## config.mk

```make
export PLATFORM = sky130hd
export DESIGN_NAME = pc_redirect_ctrl
export DESIGN_NICKNAME = d
export VERILOG_FILES = /design/src/rtl/pc_redirect_ctrl_pkg.sv /design/src/rtl/pc_redirect_ctrl_flush_timer.sv /design/src/rtl/pc_redirect_ctrl.sv
export SDC_FILE = /design/constraint.sdc
export NUM_CORES = 1
export LEC_CHECK = 0
export CORE_MARGIN = 3
export CORE_UTILIZATION = 40
export CTS_CLUSTER_DIAMETER = 120
export DETAILED_ROUTE_END_ITERATION = 12
export PLACE_DENSITY_LB_ADDON = 0.3
export SLEW_MARGIN = 20
export SYNTH_ARGS = -nofsm -noshare
export SYNTH_HDL_FRONTEND = slang
export SYNTH_SLANG_ARGS = --single-unit
```

## constraint.sdc

```tcl
create_clock -name clk_in -period 4.3 [get_ports clk_in]
set_input_delay 0.86 -clock clk_in [delete_from_list [all_inputs] [get_ports clk_in]]
set_output_delay 0.86 -clock clk_in [all_outputs]
set_load 0.01 [all_outputs]
```

## src/rtl/pc_redirect_ctrl_pkg.sv

```systemverilog
// rtl/pc_redirect_ctrl_pkg.sv - shared states, constants and PC helpers for pc_redirect_ctrl
package pc_redirect_ctrl_pkg;

  localparam logic TRUE  = 1'b1;
  localparam logic FALSE = 1'b0;

  localparam int unsigned PC_W    = 32;
  localparam int unsigned TIMER_W = 4;

  localparam logic [PC_W-1:0] INSN_BYTES = 32'd4;
  localparam logic [PC_W-1:0] STAT_MAX   = 32'hFFFF_FFFF;

  typedef enum logic [1:0] {
    RUN       = 2'd0,
    JALR_WAIT = 2'd1,
    FLUSH     = 2'd2
  } redirect_state_e;

  typedef enum logic [1:0] {
    CLS_SEQ    = 2'd0,
    CLS_JAL    = 2'd1,
    CLS_JALR   = 2'd2,
    CLS_BRANCH = 2'd3
  } insn_class_e;

  // Decoder guarantees at most one class bit; anything else is a plain sequential op.
  function automatic insn_class_e decode_class(input logic is_jal,
                                               input logic is_jalr,
                                               input logic is_branch);
    insn_class_e cls;
    cls = CLS_SEQ;
    if (is_jal)         cls = CLS_JAL;
    else if (is_jalr)   cls = CLS_JALR;
    else if (is_branch) cls = CLS_BRANCH;
    return cls;
  endfunction

  function automatic logic [PC_W-1:0] pc_plus(input logic [PC_W-1:0] pc,
                                              input logic [PC_W-1:0] offset);
    return pc + offset;
  endfunction

  function automatic logic [PC_W-1:0] jalr_align(input logic [PC_W-1:0] target);
    return {target[PC_W-1:1], 1'b0};
  endfunction

endpackage

```

## src/rtl/pc_redirect_ctrl_flush_timer.sv

```systemverilog
// rtl/pc_redirect_ctrl_flush_timer.sv - loadable 4-bit down-counter pacing the post-flush fetch hold-off
module pc_redirect_ctrl_flush_timer
  import pc_redirect_ctrl_pkg::*;
(
  input  logic               clk_in,
  input  logic               rst_in,
  input  logic               rdy_in,
  input  logic               load,
  input  logic [TIMER_W-1:0] load_val,
  output logic               done
);

  localparam logic [TIMER_W-1:0] ONE = 1;

  logic [TIMER_W-1:0] count;

  // Counts down to zero and parks there until the next load.
  always_ff @(posedge clk_in) begin
    if (rst_in) begin
      count <= '0;
    end else if (rdy_in) begin
      if (load) begin
        count <= load_val;
      end else if (count != '0) begin
        count <= count - ONE;
      end
    end
  end

  assign done = (count == '0);

endmodule

```

## src/rtl/pc_redirect_ctrl.sv

```systemverilog
// rtl/pc_redirect_ctrl.sv - next-fetch-PC scheduler with JALR stall, mispredict flush and predictor training
// Optional branch statistics counters are built when BRANCH_STATS_EN is defined.
module pc_redirect_ctrl
  import pc_redirect_ctrl_pkg::*;
#(
  parameter logic [31:0] RESET_PC     = 32'h0,
  parameter int unsigned FLUSH_CYCLES = 2
) (
  input  logic        clk_in,
  input  logic        rst_in,
  input  logic        rdy_in,
  input  logic        ifetch_valid,
  input  logic [31:0] ifetch_pc,
  input  logic        ifetch_is_jal,
  input  logic        ifetch_is_jalr,
  input  logic        ifetch_is_branch,
  input  logic [31:0] ifetch_imm,
  input  logic        pred_taken,
  input  logic        rob_commit,
  input  logic        rob_is_jalr,
  input  logic        rob_is_branch,
  input  logic [31:0] rob_pc,
  input  logic        rob_taken,
  input  logic        rob_pred_taken,
  input  logic [31:0] rob_target,
`ifdef BRANCH_STATS_EN
  output logic [31:0] stat_branches,
  output logic [31:0] stat_mispredicts,
`endif
  output logic [31:0] pc_out,
  output logic        fetch_en,
  output logic        flush,
  output logic        btb_upd_valid,
  output logic [31:0] btb_upd_pc,
  output logic        btb_upd_taken
);

  localparam logic [TIMER_W-1:0] FLUSH_LOAD = TIMER_W'(FLUSH_CYCLES);

  redirect_state_e state;
  insn_class_e     fetch_class;

  logic        branch_commit;
  logic        mispredict;
  logic        jalr_resolve;
  logic        timer_load;
  logic        timer_done;
  logic [31:0] taken_pc;
  logic [31:0] seq_pc;
  logic [31:0] recover_pc;

  // The ROB is empty after a flush, so commits seen in FLUSH are dropped entirely.
  assign branch_commit = rob_commit && rob_is_branch && (state != FLUSH);
  assign mispredict    = branch_commit && (rob_taken != rob_pred_taken);
  assign jalr_resolve  = rob_commit && rob_is_jalr && (state == JALR_WAIT);
  assign timer_load    = rdy_in && mispredict;

  assign fetch_class = decode_class(ifetch_is_jal, ifetch_is_jalr, ifetch_is_branch);
  assign taken_pc    = pc_plus(ifetch_pc, ifetch_imm);
  assign seq_pc      = pc_plus(ifetch_pc, INSN_BYTES);
  assign recover_pc  = rob_taken ? rob_target : pc_plus(rob_pc, INSN_BYTES);

  pc_redirect_ctrl_flush_timer u_flush_timer (
    .clk_in   (clk_in),
    .rst_in   (rst_in),
    .rdy_in   (rdy_in),
    .load     (timer_load),
    .load_val (FLUSH_LOAD),
    .done     (timer_done)
  );

  always_ff @(posedge clk_in) begin
    if (rst_in) begin
      state         <= RUN;
      pc_out        <= RESET_PC;
      fetch_en      <= TRUE;
      flush         <= FALSE;
      btb_upd_valid <= FALSE;
      btb_upd_pc    <= '0;
      btb_upd_taken <= FALSE;
    end else begin
      flush         <= FALSE;
      btb_upd_valid <= FALSE;
      if (rdy_in) begin
        if (branch_commit) begin
          btb_upd_valid <= TRUE;
          btb_upd_pc    <= rob_pc;
          btb_upd_taken <= rob_taken;
        end
        // Mispredict outranks everything: a pending JALR or same-cycle fetch is on the wrong path.
        if (mispredict) begin
          pc_out   <= recover_pc;
          flush    <= TRUE;
          fetch_en <= FALSE;
          state    <= FLUSH;
        end else begin
          case (state)
            RUN: begin
              if (ifetch_valid) begin
                case (fetch_class)
                  CLS_JAL:    pc_out <= taken_pc;
                  CLS_JALR: begin
                    fetch_en <= FALSE;
                    state    <= JALR_WAIT;
                  end
                  CLS_BRANCH: pc_out <= pred_taken ? taken_pc : seq_pc;
                  default:    pc_out <= seq_pc;
                endcase
              end
            end
            JALR_WAIT: begin
              if (jalr_resolve) begin
                pc_out   <= jalr_align(rob_target);
                fetch_en <= TRUE;
                state    <= RUN;
              end
            end
            FLUSH: begin
              if (timer_done) begin
                fetch_en <= TRUE;
                state    <= RUN;
              end
            end
            default: begin
              fetch_en <= TRUE;
              state    <= RUN;
            end
          endcase
        end
      end
    end
  end

`ifdef BRANCH_STATS_EN
  always_ff @(posedge clk_in) begin
    if (rst_in) begin
      stat_branches    <= '0;
      stat_mispredicts <= '0;
    end else if (rdy_in) begin
      if (branch_commit && (stat_branches != STAT_MAX)) begin
        stat_branches <= stat_branches + 32'd1;
      end
      if (mispredict && (stat_mispredicts != STAT_MAX)) begin
        stat_mispredicts <= stat_mispredicts + 32'd1;
      end
    end
  end
`endif

endmodule

```

# --- After elaboration in Yosys (flattened, before gate mapping) ---
# Cells that the tools add are included.
word_totals:
  wordCells: 67
  ff_bits: 74
  n_memories: 0
  romBits: 0
  output_inout_bits: 68
  ram_bits: 0
  in_bits: 141
  latchBits: 0
classes:
  n_eq_ne: 12
  multipliers: 0
  add_sub_neg: 4
  bitwise: 1
  reduce_logical: 16
  shifts: 0
  div: 0
  n_mux: 26
  order_cmp: 0
op_table:
  columns: ["operator", "n"]
  rows:
  - ["$mux W32", 5]
  - ["$pmux W32 S3", 1]
  - ["$add A32 B3 Y32 const B", 2]
  - ["$pmux W32 S2", 1]
  - ["$add A32 B32 Y32", 1]
  - ["$mux W2", 8]
  - ["$ne A3 B3 Y1 const B", 4]
  - ["$reduce_and A5 Y1", 2]
  - ["$mux W4", 2]
  - ["$mux W1", 7]
  - ["$eq A2 B2 Y1 const B", 3]
  - ["$logic_and A1 B1 Y1", 6]
  - ["$pmux W2 S3", 1]
  - ["$eq A2 B1 Y1 const B", 2]
  - ["$logic_not A4 Y1", 1]
  - ["$reduce_and A2 Y1", 2]
  - ["$reduce_bool A4 Y1", 1]
  - ["$sub A4 B1 Y4 const B", 1]
  - ["$ne A3 B2 Y1 const B", 1]
  - ["$pmux W1 S3", 1]
  - ["$reduce_bool A3 Y1", 1]
  - ["$logic_not A2 Y1", 1]
  - ["$ne A2 B2 Y1 const B", 1]
  - ["$reduce_bool A2 Y1", 1]
  - ["other kinds (3)", 3]

# --- Depth between registers and ports, before layout ---
# Gate-level depths: netlist (run 1).
logic_depth:
  depth_word: 8
  mapped_depth: 11
  mapped_depth_nobuf: 11

# --- Cells and area by module ---
# From an unflattened synthesis (run 1), not the netlist that was laid out.
unflattened:
  cells_unflattened: 853
  area_unflattened_um2: 6439.9
modules_own_cells:
  columns: ["module", "instances", "cells_per_inst", "area_each_um2", "seq_area_each_um2"]
  rows:
  - ["pc_redirect_ctrl", 1, 820, 6157.2, 1401.3]
  - ["pc_redirect_ctrl_flush_timer", 1, 33, 282.8, 80.1]

# --- Worst setup path before layout (run 1) ---
# No wires, ideal clock.
synth_path:
  path_kind: "input to register"
  startpoint: "input ifetch_pc[0]"
  endpoint: "register pc_out[26]"
  setup_ns: 0.070
  slack_ns: 1.042
  required_time_ns: 4.230
  path_buffers: 0
  t_arrival_ns: 3.188
  path_stages: 11
  cell_sequence: "ha_1 -> inv_1 -> fa_1 -> nor2b_1 -> o2111a_1 -> o2111ai_1 -> a2111oi_0 -> o21bai_1 -> a21boi_0 -> mux2_2 -> a21oi_1"
synth_via:
  elab_chain_len: 6
  word_cells_on_any_way: 7
  classes_between: "2 x add/sub; 5 x mux"
synth_lines:
  columns: ["item", "line", "source"]
  rows:
  - ["from (decl)", "pc_redirect_ctrl.sv:13", "input logic [31:0] ifetch_pc,"]
  - ["$add A32 B3 Y32 / $add A32 B32 Y32 (equally long branches)", "pc_redirect_ctrl_pkg.sv:40", "return pc + offset;"]
  - ["$mux W32", "pc_redirect_ctrl.sv:106", "CLS_BRANCH: pc_out <= pred_taken ? taken_pc : seq_pc;"]
  - ["$pmux W32 S3 (*)", "pc_redirect_ctrl.sv:100", "case (fetch_class)"]
  - ["$mux W32 (*)", "pc_redirect_ctrl.sv:99", "if (ifetch_valid) begin"]
  - ["$pmux W32 S2 (*)", "pc_redirect_ctrl.sv:97", "case (state)"]
  - ["$mux W32 (*)", "pc_redirect_ctrl.sv:91", "if (mispredict) begin"]
  - ["to (signal assigned)", "pc_redirect_ctrl.sv:92", "pc_out <= recover_pc;"]
  - ["to (signal assigned)", "pc_redirect_ctrl.sv:101", "CLS_JAL: pc_out <= taken_pc;"]
  - ["to (signal assigned)", "pc_redirect_ctrl.sv:106", null]
  - ["to (decl)", "pc_redirect_ctrl.sv:30", "output logic [31:0] pc_out,"]
# Mark *: on every way between the ends. The rest lies on a longest branch, timed or not. The select of a mux whose other input is x is not followed.
# A chain may end at the register's enable or synchronous reset.

# --- Final worst setup path (run 1) ---
layout_path:
  startpoint: "input ifetch_pc[0]"
  endpoint: "register pc_out[28]"
# The elaborated chain is that of the path after synthesis.

==> metrics.txt, run 1 <==
Hold Path Class=reg2reg; RSZ-0062 raised after global routing=no; worst hold margin=0.4496 ns; Hold Fails Final Rpt=0; fin crit share=0.9165; Layout Nets=1238; Worst Tran Pin Value=0.9032 ns; clk sink count=74; CTS tree=yes; RePlAce Congestion=0.9442; Die Wd=133.2 µm; Max Fclk=0.2537 GHz; Inst Count DP=1262; Synth Net Count=1041; Die Area=17730 µm²; CTS max path bufs=2; DRC errors left=0; startpoint class of the critical path=input pin; crit path DAT=4.16 ns; Power Dens Cells=275.2 nW/µm²; Post-synth EDFFs=0; Ports=209; WL final=23340 µm; status=finished, final reports clean; starting density of the core=0.4178; global-route wire length before repair=36760 µm; ys async rst share=0; grt ovf=0; GRT Util Overall=0.2558; vias in the first global route=6865; core box area=15480 µm²; drt first pass iters=5; hold-fix buffer count after cts=0; Leakage=3.546 nW; CP Class=in2reg; CP Max Fanout=3; clk_lat worst skew=0.34 ns; row count=45; Seq/Total Area, Yosys=0.2290; Vias/cell=5.752; wire length per cell=18.26 µm; Sum Neg Setup Slack=0 ns; Top FF cell, synth=dfxtp_1; Synth Warn #=0; H-tree depth=3; area grow syn2layout=39.38%; vias after detailed routing=7351; slew margin rel.=0.3978; Setup crit end kind=register; Fill cells=1468; share of cells above drive strength 1=0.04499; non-filler cells, final=1278; Setup violations, final=0; initial antenna violation count=0; I/O Buffers=208; HPWL Detailed=18740 µm; synth unique cells=71; Antenna Cells=0; FF+latch count, synth=74; synthesized cell area=6469 µm²; syn_area_per_cell=7.478 µm²; Clock Skew=0.005887 ns; Post-Syn Instances=865; clk root buf=clkbuf_16; Final ANT Viol Nets=0; fin crit period=3.941 ns; largest net degree at the start of global routing=44; Max VDD drop=0.1640 mV; TritonCTS buffer count=9; Max-Cap Viols=0; max-slew violations=0; Post-CTS Setup Bufs=0; First DRT Iteration DRCs=563; Clk pin slew, worst setup/hold paths=0.06 ns; CP required=4.52 ns; post-CTS sizing=0; height of the die=133.2 µm
==> report_power, final <==
group / internal, mW / switching (mW) / total (mW)
Combinational: 0.468 / 0.529 / 0.997
Clock: 0.404 / 0.289 / 0.694
Sequential: 0.750 / 0.0414 / 0.791
Total: 1.62 / 0.859 / 2.48
==> state kept, by name (all words and copies together), names as in the netlist <==
name,cells
fetch_en,1
state,2
btb_upd_taken,1
btb_upd_valid,1
pc_out,32
flush,1
btb_upd_pc,32
u_flush_timer.count,4
==> kinds of logic (layout without fill, tap and decap cells) <==
logic type	after synthesis	count (layout)	synth area share
muxes	39	39	0.06054
AOI/OAI and AO/OA	252	252	0.2559
and+or+nand+nor	326	326	0.2398
DFF	74	74	0.2290
adders and majority gates	35	35	0.06886
buffers and inverters	63	265	0.04294
xor gates and xnor gates	76	76	0.1029
==> cell usage after synthesis (all sizes together), types with 11 or more instances <==
| cell | instances | area (µm²) |
|---|---|---|
| nor2 | 118 | 447.9 |
| nand2 | 78 | 292.8 |
| dfxtp | 74 | 1481 |
| a21oi | 71 | 355.3 |
| o21ai | 51 | 255.2 |
| mux2i | 38 | 380.4 |
| xnor2 | 38 | 332.8 |
| xor2 | 38 | 332.8 |
| ha | 34 | 425.4 |
| nand3 | 31 | 155.2 |
| clkbuf | 25 | 113.9 |
| a211oi | 24 | 180.2 |
| inv | 24 | 90.09 |
| nor3 | 24 | 125.1 |
| nand4 | 21 | 137.6 |
| and3 | 14 | 90.08 |
| buf | 14 | 73.82 |
| o211ai | 11 | 82.58 |
==> stage by stage <==
step	instance area [µm²]	power [mW]	util	setup WS, ns
after floorplan	6469	1.366	-	1.042
after global placement	8751	1.779	0.5652	0.2350
after detailed placement	8751	1.788	0.5652	0.1750
after CTS	9016	2.483	0.5823	0.5085
after global routing	9016	2.626	0.5823	0.1571
final	9016	2.482	0.5823	0.3591
==> routing by layer <==
metal,GRT usage,wire [µm],up-vias
met5,0,0,-
met4,0.08000,573,0
met3,0.04343,1765,35
met2,0.4120,10670,317
met1,0.3508,10330,3402
li1,-,-,3597
==> worst max-delay path, cell delays in order <==
cell	delay, ns
clkdlybuf4s50_1	0.48
ha_1	0.20
inv_1	0.06
fa_1	0.40
nor2b_1	0.23
o2111ai_1	0.16
a211oi_1	0.32
o21ai_0	0.30
a2111oi_0	0.73
o21a_1	0.20
o21ba_2	0.15
o21ai_1	0.06
==> layout by cell type, fill, tap and decap left out, drive strengths merged, types with 7 or more instances in the layout <==
| cell | count |
|---|---|
| a21o | 9 |
| o21a | 7 |
| clkdlybuf4s50 | 207 |
| o21ai | 51 |
| and4 | 7 |
| dfxtp | 74 |
| xnor2 | 38 |
| nand2 | 78 |
| nand4 | 21 |
| and3 | 14 |
| buf | 18 |
| a221oi | 9 |
| o221ai | 9 |
| nor2 | 118 |
| clkbuf | 13 |
| nand3 | 31 |
| xor2 | 38 |
| mux2i | 38 |
| nor3 | 24 |
| a211oi | 24 |
| a21oi | 71 |
| ha | 34 |
| inv | 24 |
| a31oi | 7 |
| o211ai | 11 |
==> worst paths after layout <==
check	end	start	cells past startpoint	slack, ns
worst max-delay path	pc_out[28]	ifetch_pc[0]	12	0.36
worst min-delay path	pc_out[8]	pc_out[8]	2	0.45
worst max register to register	pc_out[23]	state[0]	9	1.63
worst min register to register	pc_out[8]	pc_out[8]	2	0.45
==> final cells by class <==
cell class	count	area (µm²)	share of cell area
multi-input combinational	728	4711	0.5225
tap	211	264.0	0.02928
inverter	24	90.09	0.009992
clock buffer	13	250.2	0.02775
clock inverter	3	15.01	0.001665
sequential	74	1481	0.1643
timing repair buffer	225	2205	0.2445
Power figures use the tool's default switching activity.
==> inputs of run 2 (changes only) <==
Settings changed: CELL_PAD_IN_SITES_DETAIL_PLACEMENT from default to 0, CELL_PAD_IN_SITES_GLOBAL_PLACEMENT from default to 1, CORE_UTILIZATION 40 to 34, PLACE_DENSITY_LB_ADDON 0.3 to 0.05.
==> metrics.txt, run 2 (same netlist as run 1, synthesis figures left out) <==
vias after detailed routing=7195 (-2.1%); most frequent cells in the layout=clkdlybuf4s50_1 (207), nor2_1 (116), nand2_1 (78); height of the die=143.9 µm (+8.1%); fin crit period=3.810 ns (-0.1305 ns); worst hold start=pc_out[7]; max-slew violations=0 (unchanged); Int Pwr=1.676 mW (+3.3%); I/O Buffers=208 (unchanged); Largest regs=btb_upd_pc: 32 flops, pc_out: 32 flops, u_flush_timer.count: 4 flops; vias in the first global route=6768 (-1.4%); Final Total Pwr=2.574 mW (+3.7%); Hold Fails Final Rpt=0 (unchanged); TritonCTS buffer count=9 (unchanged); Top Usage Layer GRT=met2; drt first pass iters=5 (unchanged); combinational share of power=0.394 (-0.008); Final ANT Viol Nets=0 (unchanged); Setup crit end kind=register; RR Startpoint=state[1]; H-tree depth=3 (unchanged); clock power share=0.299 (+0.019); row count=49 (+8.9%); clk sink count=74 (unchanged); post-CTS sizing=0 (unchanged); switching fraction of total power=0.3488 (+0.002468); CP required=4.57 ns (+0.05 ns); Max-Cap Viols=0 (unchanged); Sum Neg Setup Slack=0 ns (unchanged); clk root buf=clkbuf_16; Worst Tran Pin Value=0.8745 ns (-0.02870 ns); GR Util met2=0.3802 (-0.03176); Hold Path Class=reg2reg; Leakage=3.584 nW (+1.1%); CTS tree=yes; Max VDD drop=0.2088 mV (+27%); Reg power frac=0.307 (-0.012); wire length per cell=19.38 µm (+6.1%); Clock Skew=0.008759 ns (+0.002872 ns); core box area=18330 µm² (+18%); WL final=25230 µm (+8.1%); startpoint class of the critical path=input pin; largest net degree at the start of global routing=43 (-2.3%); First DRT Iteration DRCs=388 (-31%); crit path DAT=4.08 ns (-0.08 ns); Vias/cell=5.526 (-3.9%); RSZ-0062 raised after global routing=no; GRT Util Overall=0.2384 (-0.01737); most common cell after layout, fill and taps aside=clkdlybuf4s50_1; Power Dens Cells=282.1 nW/µm² (+2.5%); clk_lat worst skew=0.34 ns (about the same); Ports=209 (unchanged); global-route wire length before repair=38410 µm (+4.5%); area grow syn2layout=41.04%; CTS max path bufs=2 (unchanged); grt ovf=0 (unchanged); met3 GRT Util=0.02895 (-0.01448); Die Area=20720 µm² (+17%); HPWL Detailed=20380 µm (+8.8%); Sw Pwr=0.8977 mW (+4.5%); slew margin rel.=0.4170 (+0.01913); DRC errors left=0 (unchanged); hold-fix buffer count after cts=0 (unchanged); Inst Count DP=1286 (+1.9%); CP startpoint=ifetch_pc[0]; share of cells above drive strength 1=0.05312 (+0.008136); fin util=0.4977 (-0.08459); Post-CTS Setup Bufs=0 (unchanged); Max Fclk=0.2624 GHz (+3.4%); Fill cells=1899 (+29%); CP Class=in2reg; Layout Nets=1244 (+0.48%); status=finished, final reports clean; Setup violations, final=0 (unchanged); non-filler cells, final=1302 (+1.9%); Die Wd=143.9 µm (+8.1%); CP Max Fanout=3 (unchanged); Antenna Cells=0 (unchanged); RePlAce Congestion=0.9167 (-2.9%); starting density of the core=0.3529 (-0.06490); Clk pin slew, worst setup/hold paths=0.06 ns (about the same); initial antenna violation count=0 (unchanged); fin crit share=0.8861 (-0.03036); M1 GR Usage=0.3412 (-0.009543)
## run 2: changes by cell type in the layout (fill, tap and decap cells not counted), sizes merged
cell / before / now
buf: 18 / 24
clkinv: 3 / 4
clkbuf: 13 / 9
bufinv: 0 / 1
clkinvlp: 0 / 2
## run 2: cell type report
class                      instances  area (µm²)  area share
tap                              229       286.5     0.03140
multi-input combinational        728        4711      0.5163
timing repair buffer             231        2250      0.2466
inverter                          24       90.09    0.009874
sequential                        74        1481      0.1624
clock buffer                       9       225.2     0.02468
clock inverter                     7       80.08    0.008777
## run 2: path summary, 6_finish.rpt
| kind | end | slack [ns] | cells after the start |
|---|---|---|---|
| worst max-delay path | pc_out[26] | 0.49 | 13 |
| worst min-delay path | pc_out[7] | 0.46 | 2 |
| worst max register to register | pc_out[28] | 1.77 | 7 |
| worst min register to register | pc_out[7] | 0.46 | 2 |
## run 2: stage by stage
stage               worst slack (ns)  hold slack [ns]  instance area (µm²)
global route                  0.2585           0.4857                 9124
global placement              0.2527           0.4327                 8818
floorplan                      1.042           0.4710                 6469
detailed placement            0.1887           0.4471                 8818
CTS                           0.5172           0.4555                 9124
finish                        0.4896           0.4576                 9124
## run 2: per-layer routing
metal  share of wire  wire (µm)
met5               0          0
met3           0.059       1483
met2            0.46      11530
met1            0.47      11740
met4           0.019        482
## run 2: power groups by stage
stage               combinational, mW  sequential (mW)  clock, mW
floorplan                       0.548            0.818          0
global placement                 1.01            0.805          0
detailed placement               1.01            0.805          0
CTS                              1.02            0.791      0.787
global route                     1.12            0.798      0.812
finish                           1.01            0.791      0.769
## run 2: critical path, cell delays in order
cell             delay [ns]
clkdlybuf4s50_1        0.48
ha_1                   0.21
inv_1                  0.07
fa_1                   0.39
nor2b_1                0.22
o2111a_1               0.23
o2111ai_1              0.17
a2111oi_0              0.45
buf_4                  0.20
o21bai_1               0.07
a21boi_0               0.23
mux2_2                 0.37
a21oi_1                0.12
==> inputs of run 3 (changes only) <==
Clock period 4.3 ns to 4.2 ns, I/O delays scaled along.
==> metrics.txt, run 3 (same netlist as run 1, synthesis figures left out) <==
status=finished, final reports clean; Buffers & Inverters on Critical Path=2 (-1); CP top delay family=compound AO/OA/AOI/OAI gates; Post-DP Area=8833 µm² (+0.17%); area occupied by registers=1481 µm² (unchanged); RSZ-0062 raised after global routing=no; most common cell after layout, fill and taps aside=clkdlybuf4s50_1; largest net degree at the start of global routing=54 (+26%); Worst Tran Pin Value=1.043 ns (+0.1688 ns); CP Max Fanout=3 (unchanged); worst-path cell chain=clkdlybuf4s50_1 -> ha_1 -> inv_1 -> fa_1 -> nor2b_1 -> o2111ai_1 -> a211oi_1 -> o21ai_0 -> a2111oi_0 -> o21a_1 -> o21ba_2 -> o21ai_1; Fill cells=1900 (+0.053%); GR Util met2=0.3844 (+0.004165); Ports=209 (unchanged); row count=49 (unchanged); DRC errors left=0 (unchanged); reg2reg setup slack=1.45 ns (-0.32 ns); Layout Nets=1246 (+0.16%); met3 GRT Util=0.02729 (-0.001664); HPWL Detailed=20190 µm (-0.97%); Power Dens Cells=305.7 nW/µm² (+8.4%); post-CTS sizing=0 (unchanged); clk_lat worst skew=0.34 ns (about the same); Sum Neg Setup Slack=0 ns (unchanged); number of cells on the critical path=12 (-1); Max VDD drop=0.1915 mV (-8.3%); drt first pass iters=5 (unchanged); Setup crit end kind=register; fin util=0.5019 (+0.004232); Die Area=20720 µm² (unchanged); CTS max path bufs=2 (unchanged); share of cells above drive strength 1=0.05395 (+0.0008314); RePlAce Congestion=0.8874 (-3.2%); area of the multi-input gates=4711 µm² (unchanged); Final ANT Viol Nets=0 (unchanged); Inst Count DP=1288 (+0.16%); non-filler cells, final=1304 (+0.15%); WL final=25080 µm (-0.62%); Hold Path Class=reg2reg; vias after detailed routing=7090 (-1.5%); R2R depth=7 (unchanged); grt ovf=0 (unchanged); crit path DAT=4.06 ns (-0.02 ns); startpoint class of the critical path=input pin; wire length per cell=19.23 µm (-0.77%); Setup violations, final=0 (unchanged); slew margin rel.=0.3044 (-0.1125); initial antenna violation count=0 (unchanged); max-slew violations=0 (unchanged); most frequent cells in the layout=clkdlybuf4s50_1 (207), nor2_1 (116), nand2_1 (78); clk sink count=74 (unchanged); Max Fclk=0.2607 GHz; CP Class=in2reg; Non-Filler Cell Area, Final=9201 µm² (+0.85%); CTS tree=yes; hold depth=2 (unchanged); core box area=18330 µm² (unchanged); Hold Fails Final Rpt=0 (unchanged); slowest cell delay on critical path=0.68 ns (+0.20 ns); Slowest cell on crit path=a2111oi_0; H-tree depth=3 (unchanged); Clock Skew=0.004313 ns (-0.004446 ns); height of the die=143.9 µm (unchanged); clk root buf=clkbuf_16; GRT Util Overall=0.2361 (-0.002321); Antenna Cells=0 (unchanged); Leakage=3.634 nW (+1.4%); starting density of the core=0.3529 (unchanged); Post-CTS Setup Bufs=0 (unchanged); global-route wire length before repair=38120 µm (-0.75%); Clk pin slew, worst setup/hold paths=0.06 ns (about the same); I/O Buffers=208 (unchanged); worst hold margin=0.4528 ns (-0.004742 ns); Top Usage Layer GRT=met2; M1 GR Usage=0.3374 (-0.003780); Largest regs=btb_upd_pc: 32 flops, pc_out: 32 flops, u_flush_timer.count: 4 flops; fin crit share=0.9135; Die Wd=143.9 µm (unchanged); Max-Cap Viols=0 (unchanged); hold-fix buffer count after cts=0 (unchanged); Vias/cell=5.437 (-1.6%); fin crit period=3.837 ns; First DRT Iteration DRCs=513 (+32%); TritonCTS buffer count=9 (unchanged); vias in the first global route=6704 (-0.95%); Final Total Pwr=2.813 mW (+9.3%); CP required=4.42 ns (-0.15 ns); Place WS=0.08200 ns (-0.1067 ns); area grow syn2layout=42.24%; Final WS setup=0.3635 ns (-0.1262 ns)
run 3: changes by cell type in the layout (fill, tap and decap cells not counted), sizes merged:
| cell | delta |
|---|---|
| buf | +2 |
| bufinv | +3 |
| clkbuf | +2 |
| clkinvlp | -2 |
| clkinv | -3 |
run 3: path summary, 6_finish.rpt:
kind                              startpoint         end
worst max-delay path            ifetch_pc[0]  pc_out[28]
worst min-delay path              pc_out[10]  pc_out[10]
worst max register to register      state[1]  pc_out[28]
worst min register to register    pc_out[10]  pc_out[10]
run 3: report_power, final:
group / switching, mW / leakage, nW / internal (mW) / total (mW)
clock network: 0.307 / 0.180 / 0.656 / 0.963
logic: 0.554 / 2.85 / 0.486 / 1.04
registers: 0.0429 / 0.605 / 0.767 / 0.810
total: 0.903 / 3.63 / 1.91 / 2.81
run 3: layer usage:
metal / part of all wire / vias to the layer above / routed length (µm)
li1: - / 3605 / -
met1: 0.47 / 3246 / 11760
met2: 0.46 / 221 / 11600
met3: 0.057 / 18 / 1437
met4: 0.011 / 0 / 288
met5: 0 / - / 0
run 3: area by class of cell:
| class | count | area share |
|---|---|---|
| clock inverter | 5 | 0.01360 |
| tap | 229 | 0.03114 |
| timing repair buffer | 233 | 0.2461 |
| multi-input combinational | 728 | 0.5120 |
| clock buffer | 11 | 0.02638 |
| inverter | 24 | 0.009791 |
| sequential | 74 | 0.1610 |
run 3: worst min-delay path: stages, from the launching register on:
cell and delay, ns:
dfxtp_1 0.32, nand2_1 0.04, o21ai_0 0.06
